### config.mk
export PLATFORM = sky130hd
export DESIGN_NAME = pixel_write_slave
export DESIGN_NICKNAME = d
export VERILOG_FILES = /design/src/rtl/pixel_write_slave.sv
export SDC_FILE = /design/constraint.sdc
export NUM_CORES = 1
export LEC_CHECK = 0
export CAP_MARGIN = 20
export CORE_MARGIN = 1
export CORE_UTILIZATION = 49
export DETAILED_ROUTE_END_ITERATION = 10
export GPL_TIMING_DRIVEN = 0
export PLACE_DENSITY = 0.78
export SLEW_MARGIN = 15
export SYNTH_ARGS = -nofsm -noshare
export SYNTH_HDL_FRONTEND = slang
export SYNTH_SLANG_ARGS = --single-unit
### constraint.sdc
create_clock -name clk -period 2.3 [get_ports clk]
set_input_delay 0.23 -clock clk [delete_from_list [all_inputs] [get_ports clk]]
set_output_delay 0.23 -clock clk [all_outputs]
set_load 0.01 [all_outputs]
### src/rtl/pixel_write_slave.sv
`default_nettype none
// +----------------------------------------------------------------------------+
// | Module   : pixel_write_slave                                               |
// | Purpose  : Pixel write bus responder. Buffers single-beat writes in a      |
// |            small FIFO, decodes byte addresses to frame-buffer indices,     |
// |            drains into an 8bpp RAM port, counts frames, clears the frame.  |
// | Revision : 1.0                                                             |
// +----------------------------------------------------------------------------+
module pixel_write_slave #(
  parameter logic [31:0] BASE_ADDR    = 32'h0000_0000,
  parameter int unsigned FRAME_PIXELS = 307200,
  parameter int unsigned ADDR_W       = 19,
  parameter int unsigned FIFO_DEPTH   = 4
) (
  input  logic              clk,
  input  logic              rst,
  input  logic [31:0]       write_address,
  input  logic [31:0]       write_data,
  input  logic              write_enable,
  output logic              wait_request,
  input  logic              frame_clear,
  output logic [ADDR_W-1:0] fb_addr,
  output logic [7:0]        fb_wdata,
  output logic              fb_we,
  input  logic              fb_stall,
  output logic              frame_done,
  output logic              clear_done,
  output logic [15:0]       err_count
);

  localparam int unsigned PTR_W = $clog2(FIFO_DEPTH);
  localparam int unsigned CNT_W = PTR_W + 1;
  localparam logic [CNT_W-1:0]  c_fifo_full = CNT_W'(FIFO_DEPTH);
  localparam logic [ADDR_W-1:0] c_last_idx  = ADDR_W'(FRAME_PIXELS - 1);

  typedef enum logic [1:0] {
    S_RUN   = 2'd0,
    S_DRAIN = 2'd1,
    S_CLEAR = 2'd2
  } state_t;

  state_t r_state;
  state_t w_state_nxt;

  logic [ADDR_W-1:0] r_mem_addr [FIFO_DEPTH];
  logic [7:0]        r_mem_data [FIFO_DEPTH];
  logic [PTR_W-1:0]  r_wr_ptr;
  logic [PTR_W-1:0]  r_rd_ptr;
  logic [CNT_W-1:0]  r_count;
  logic [ADDR_W-1:0] r_sweep;
  logic [ADDR_W-1:0] r_pix_cnt;

  logic [31:0] w_idx;
  logic        w_in_range;
  logic        w_empty;
  logic        w_full;
  logic        w_accept;
  logic        w_push;
  logic        w_pop;
  logic        w_sweep_last;
  logic        w_sweep_done;
  logic        w_pix_last;
  logic        w_unused;

  // Only the low byte of the data word carries a pixel.
  assign w_unused = ^write_data[31:8];

  // Addresses below the base wrap to huge indices and fail the range test.
  assign w_idx      = write_address - BASE_ADDR;
  assign w_in_range = (w_idx < FRAME_PIXELS);

  assign w_empty      = (r_count == '0);
  assign w_full       = (r_count == c_fifo_full);
  assign wait_request = w_full | (r_state != S_RUN) | rst;
  assign w_accept     = write_enable & ~wait_request;
  assign w_push       = w_accept & w_in_range;
  assign w_pop        = (r_state != S_CLEAR) & ~w_empty & ~fb_stall;
  assign w_sweep_last = (r_sweep == c_last_idx);
  assign w_sweep_done = (r_state == S_CLEAR) & ~fb_stall & w_sweep_last;
  assign w_pix_last   = (r_pix_cnt == c_last_idx);

  // State register.
  always_ff @(posedge clk or posedge rst) begin
    if (rst) r_state <= S_RUN;
    else     r_state <= w_state_nxt;
  end

  // Next-state and RAM port drive: FIFO head in RUN/DRAIN, zero sweep in CLEAR.
  always_comb begin
    w_state_nxt = r_state;
    fb_we       = 1'b0;
    fb_addr     = '0;
    fb_wdata    = '0;
    case (r_state)
      S_RUN, S_DRAIN: begin
        if (!w_empty) begin
          fb_we    = 1'b1;
          fb_addr  = r_mem_addr[r_rd_ptr];
          fb_wdata = r_mem_data[r_rd_ptr];
        end
        if (r_state == S_RUN) begin
          if (frame_clear) w_state_nxt = S_DRAIN;
        end else if (w_empty) begin
          w_state_nxt = S_CLEAR;
        end
      end
      S_CLEAR: begin
        fb_we   = 1'b1;
        fb_addr = r_sweep;
        if (!fb_stall && w_sweep_last) w_state_nxt = S_RUN;
      end
      default: w_state_nxt = S_RUN;
    endcase
  end

  // FIFO storage; occupancy gates every read, so contents need no reset.
  always_ff @(posedge clk) begin
    if (w_push) begin
      r_mem_addr[r_wr_ptr] <= w_idx[ADDR_W-1:0];
      r_mem_data[r_wr_ptr] <= write_data[7:0];
    end
  end

  // FIFO pointers and occupancy; push and pop on one edge leave count unchanged.
  always_ff @(posedge clk or posedge rst) begin
    if (rst) begin
      r_wr_ptr <= '0;
      r_rd_ptr <= '0;
      r_count  <= '0;
    end else begin
      if (w_push) r_wr_ptr <= r_wr_ptr + PTR_W'(1);
      if (w_pop)  r_rd_ptr <= r_rd_ptr + PTR_W'(1);
      case ({w_push, w_pop})
        2'b10:   r_count <= r_count + CNT_W'(1);
        2'b01:   r_count <= r_count - CNT_W'(1);
        default: r_count <= r_count;
      endcase
    end
  end

  // Clear sweep index: zeroed on entry to CLEAR, advances per unstalled beat.
  always_ff @(posedge clk or posedge rst) begin
    if (rst) begin
      r_sweep <= '0;
    end else if (r_state == S_DRAIN && w_empty) begin
      r_sweep <= '0;
    end else if (r_state == S_CLEAR && !fb_stall) begin
      r_sweep <= w_sweep_last ? '0 : r_sweep + ADDR_W'(1);
    end
  end

  // Pixel counter with registered frame/clear completion pulses.
  always_ff @(posedge clk or posedge rst) begin
    if (rst) begin
      r_pix_cnt  <= '0;
      frame_done <= 1'b0;
      clear_done <= 1'b0;
    end else begin
      frame_done <= 1'b0;
      clear_done <= 1'b0;
      if (w_sweep_done) begin
        r_pix_cnt  <= '0;
        clear_done <= 1'b1;
      end else if (w_pop) begin
        if (w_pix_last) begin
          r_pix_cnt  <= '0;
          frame_done <= 1'b1;
        end else begin
          r_pix_cnt <= r_pix_cnt + ADDR_W'(1);
        end
      end
    end
  end

  // Saturating count of accepted writes that fell outside the frame.
  always_ff @(posedge clk or posedge rst) begin
    if (rst) begin
      err_count <= '0;
    end else if (w_accept && !w_in_range && err_count != 16'hFFFF) begin
      err_count <= err_count + 16'd1;
    end
  end

endmodule
`default_nettype wire
==> impl_results.md, run 1 <==
- Area delta synth->final: 27.6%
- Post-layout util: 65.0%
- Number of global-route vias before repair: 5056
- CTS buffer count: 17
- Nets: 727
- Slew margin rel.: 63.5%
- Clock buffer depth: 2
- Final setup violation count: 5
- Clock period minus worst slack: 2.33 ns
- Diode count: 0
- Global Route Usage Sum: 22.5%
- Post-synth EDFFs: 108
- Startpoint types: flop
- Fin. Hold Viols: 0
- Commonest cells post-synth: 108 x edfxtp_1, 65 x dfrtp_1, 43 x nor2_1
- Post-synthesis cell type count: 46
- CP Class: reg -> out
- LEAKAGE: 3.70 nW
- Initial Util: 51.0%
- FFs w/ async S/R, synth: 37.6%
- Root buffer cell: clkbuf_16
- Cells on worst reg2reg path: 11
- Fin Clk Skew: 0.0110 ns
- Max Cap Viol: 0
- Synthesized area per cell: 14.4 µm²
- Synth top area share: 43.3%
- Mux contribution to synthesized area: 8.54%
- Antenna-violating nets left: 0
- Routability Congestion: 0.883
- CTS tree: done
- # hold bufs at CTS: 0
- First-pass GRT wire length: 26800 µm
- Mapped cell area: 0.00749 mm²
- CTS HTree Levels: 4
- Chip height: 126 µm
- Final WS setup: -0.0347 ns
- Post-synth top area cell: edfxtp_1
- Cell count after synthesis: 519
- Routed WL: 16600 µm
- Die area: 0.0158 mm²
- Area of the core: 0.0147 mm²
- Critical Path AT: 2.10 ns
- Drt drc: 1
- Die W: 126 µm
- Max VDD drop: 726 µV
- Share of the cycle needed by the critical path after routing: 102%
- Post-synthesis net count: 597
- HPWL Detailed: 10600 µm
- Failing checks: design-rule violations, negative setup slack
- Sequential area share after synthesis: 65.0%
- Status: complete, but fails checks
- Clock net sink count: 173
- Fin. max-slew vios: 0
- Initial DRC count: 377
- Number of I/O port buffers: 91
- Reg clk slew, reported paths: 0.07 ns
- RSZ-0062 raised after global routing: yes
- Worst Max-Slew Pin Slew: 0.545 ns
- Largest family of logic cells by synthesized area: simple AND/OR/NAND/NOR gates
- Post-Synth Simple-Gate Area: 13.0%
- Area contributors post-synth: edfxtp_1 43%, dfrtp_1 22%, mux4_2 8.1%
- Top-count cell post-synth: edfxtp_1
- Setup_tns: -0.0500 ns
- Post-synthesis compound-gate area fraction: 4.81%
- Yosys reg bits: 173
- Share of layout cells above drive strength 1: 23.3%
- Ys Warns: 0
- Crit path max fanout: 6
- Post-route design area: 0.00956 mm²
- Vias per cell: 5.77
- Pwr dens: 1070 mW/mm²
- Antenna violations before repair: 0
- Top_reg_cell synth: edfxtp_1
- GRT overflow: 0
- I/O pin count: 116
- Synth Area in XOR/XNOR: 5.15%
- Post-DP Area: 0.00867 mm²
- DR vias: 4878
- Drt wl/cell: 19.7 µm
- Hold Crit Class: in -> async
- CP endpoint kind: output port
- Largest net degree at the start of global routing: 50
- Skew-Pair Late Insertion Delay: 0.43 ns
- Drt first pass iters: 8
- Post-synthesis adder-cell area fraction: 1.60%
- Data required, critical path: 2.07 ns
- Rows: 44
- Fmax: 428 MHz
cell usage in the layout (no fill, tap or decap), drive strengths merged, types with 6 or more instances in the layout:
cell type | synthesis | layout
a21oi | 11 | 11
a22o | 19 | 19
and2 | 13 | 13
and3 | 14 | 14
and4 | 6 | 6
buf | 6 | 45
clkbuf | 13 | 35
clkdlybuf4s50 | 0 | 64
dfrtp | 65 | 65
edfxtp | 108 | 108
ha | 8 | 8
inv | 11 | 21
mux4 | 27 | 27
nand2 | 33 | 33
nand3 | 29 | 29
nand4 | 15 | 15
nor2 | 43 | 43
o21ai | 13 | 13
xnor2 | 21 | 21
xor2 | 23 | 23
report_power, final:
group          internal [W]  switching [W]  total (W)
sequential          0.00349       0.000214    0.00371
clock               0.00147        0.00137    0.00284
combinational       0.00200        0.00171    0.00372
area by class of cell:
cell class	count	area [µm²]
inverters	12	60.1
plain buffers	16	139
clock inverters	15	164
flip-flops and latches	173	4880
repair buffers	114	1100
well taps	184	230
multi-input cells	315	2560
clock buffers	17	425
fillers	1008	5140
repair_timing:
action | 4_1_cts | 5_1_grt
resized for setup | 127 | 32
buffers inserted | 14 | 6
pin swaps | 11 | 14
setup endpoints to repair | 139 | 49
cloned | 2 | 1
state kept, by name (all words and copies together) (netlist names):
register / count
clear_done: 1
err_count: 16
frame_done: 1
r_count: 3
r_mem_addr: 76
r_mem_data: 32
r_pix_cnt: 19
r_rd_ptr: 2
r_state: 2
r_sweep: 19
r_wr_ptr: 2
path summary, 6_finish.rpt:
kind,startpoint,endpoint,slack (ns)
setup / recovery,r_rd_ptr[0],fb_addr[13],-0.03
hold / removal,rst,err_count[12],0.19
setup reg to reg,r_count[1],r_count[2],-0.01
hold reg to reg,err_count[11],err_count[11],0.50
max in group asynchronous,rst,r_rd_ptr[0],1.58
min in group clk,frame_clear,r_state[0],0.38
metrics by stage:
| step | hold slack, ns | power [W] | cells | setup slack, ns |
|---|---|---|---|---|
| finish | 0.189 | 0.0103 | 846 | -0.0347 |
| CTS | 0.189 | 0.0101 | 841 | -0.0635 |
| floorplan | 0.329 | 0.00555 | 519 | 0.0638 |
| detailed placement | 0.488 | 0.00699 | 795 | -1.01 |
| global route | 0.231 | 0.0107 | 846 | -0.114 |
| global placement | 0.477 | 0.00692 | 794 | -0.922 |
worst max-delay path, cell delays in order, from the launching register on:
cell	delay (ns)
dfrtp_2	0.45
buf_12	0.14
buf_12	0.13
buf_4	0.13
mux4_2	0.45
a22o_1	0.23
buf_2	0.15
logic make-up (layout without fill, tap and decap cells):
family                     count (synthesis)  count (layout)
xor gates and xnor gates                  44              44
muxes                                     30              30
buffers and inverters                     31             174
AOI/OAI and AO/OA                         52              52
and+or+nand+nor                          180             180
DFF                                      173             173
adders and majority gates                  9               9
metal layers:
metal  part of all wire (%)  vias to the layer above  track usage (%)
met1                     41                     2471             28.1
li1                       -                     2221                -
met5                      0                        -                0
met4                    2.1                        0             9.97
met3                    4.9                       27             4.38
met2                     52                      159             38.4
Note: power is estimated with default switching activity, not from simulation.
==> inputs of run 2 (changes only) <==
--- a/config.mk
+++ b/config.mk
@@ -6,7 +6,6 @@
 export NUM_CORES = 1
 export LEC_CHECK = 0
 export CAP_MARGIN = 20
-export CORE_MARGIN = 1
 export CORE_UTILIZATION = 49
 export DETAILED_ROUTE_END_ITERATION = 10
 export GPL_TIMING_DRIVEN = 0
==> results of run 2 <==
No change in the layout: final DEF, timing and power equal those of run 1.
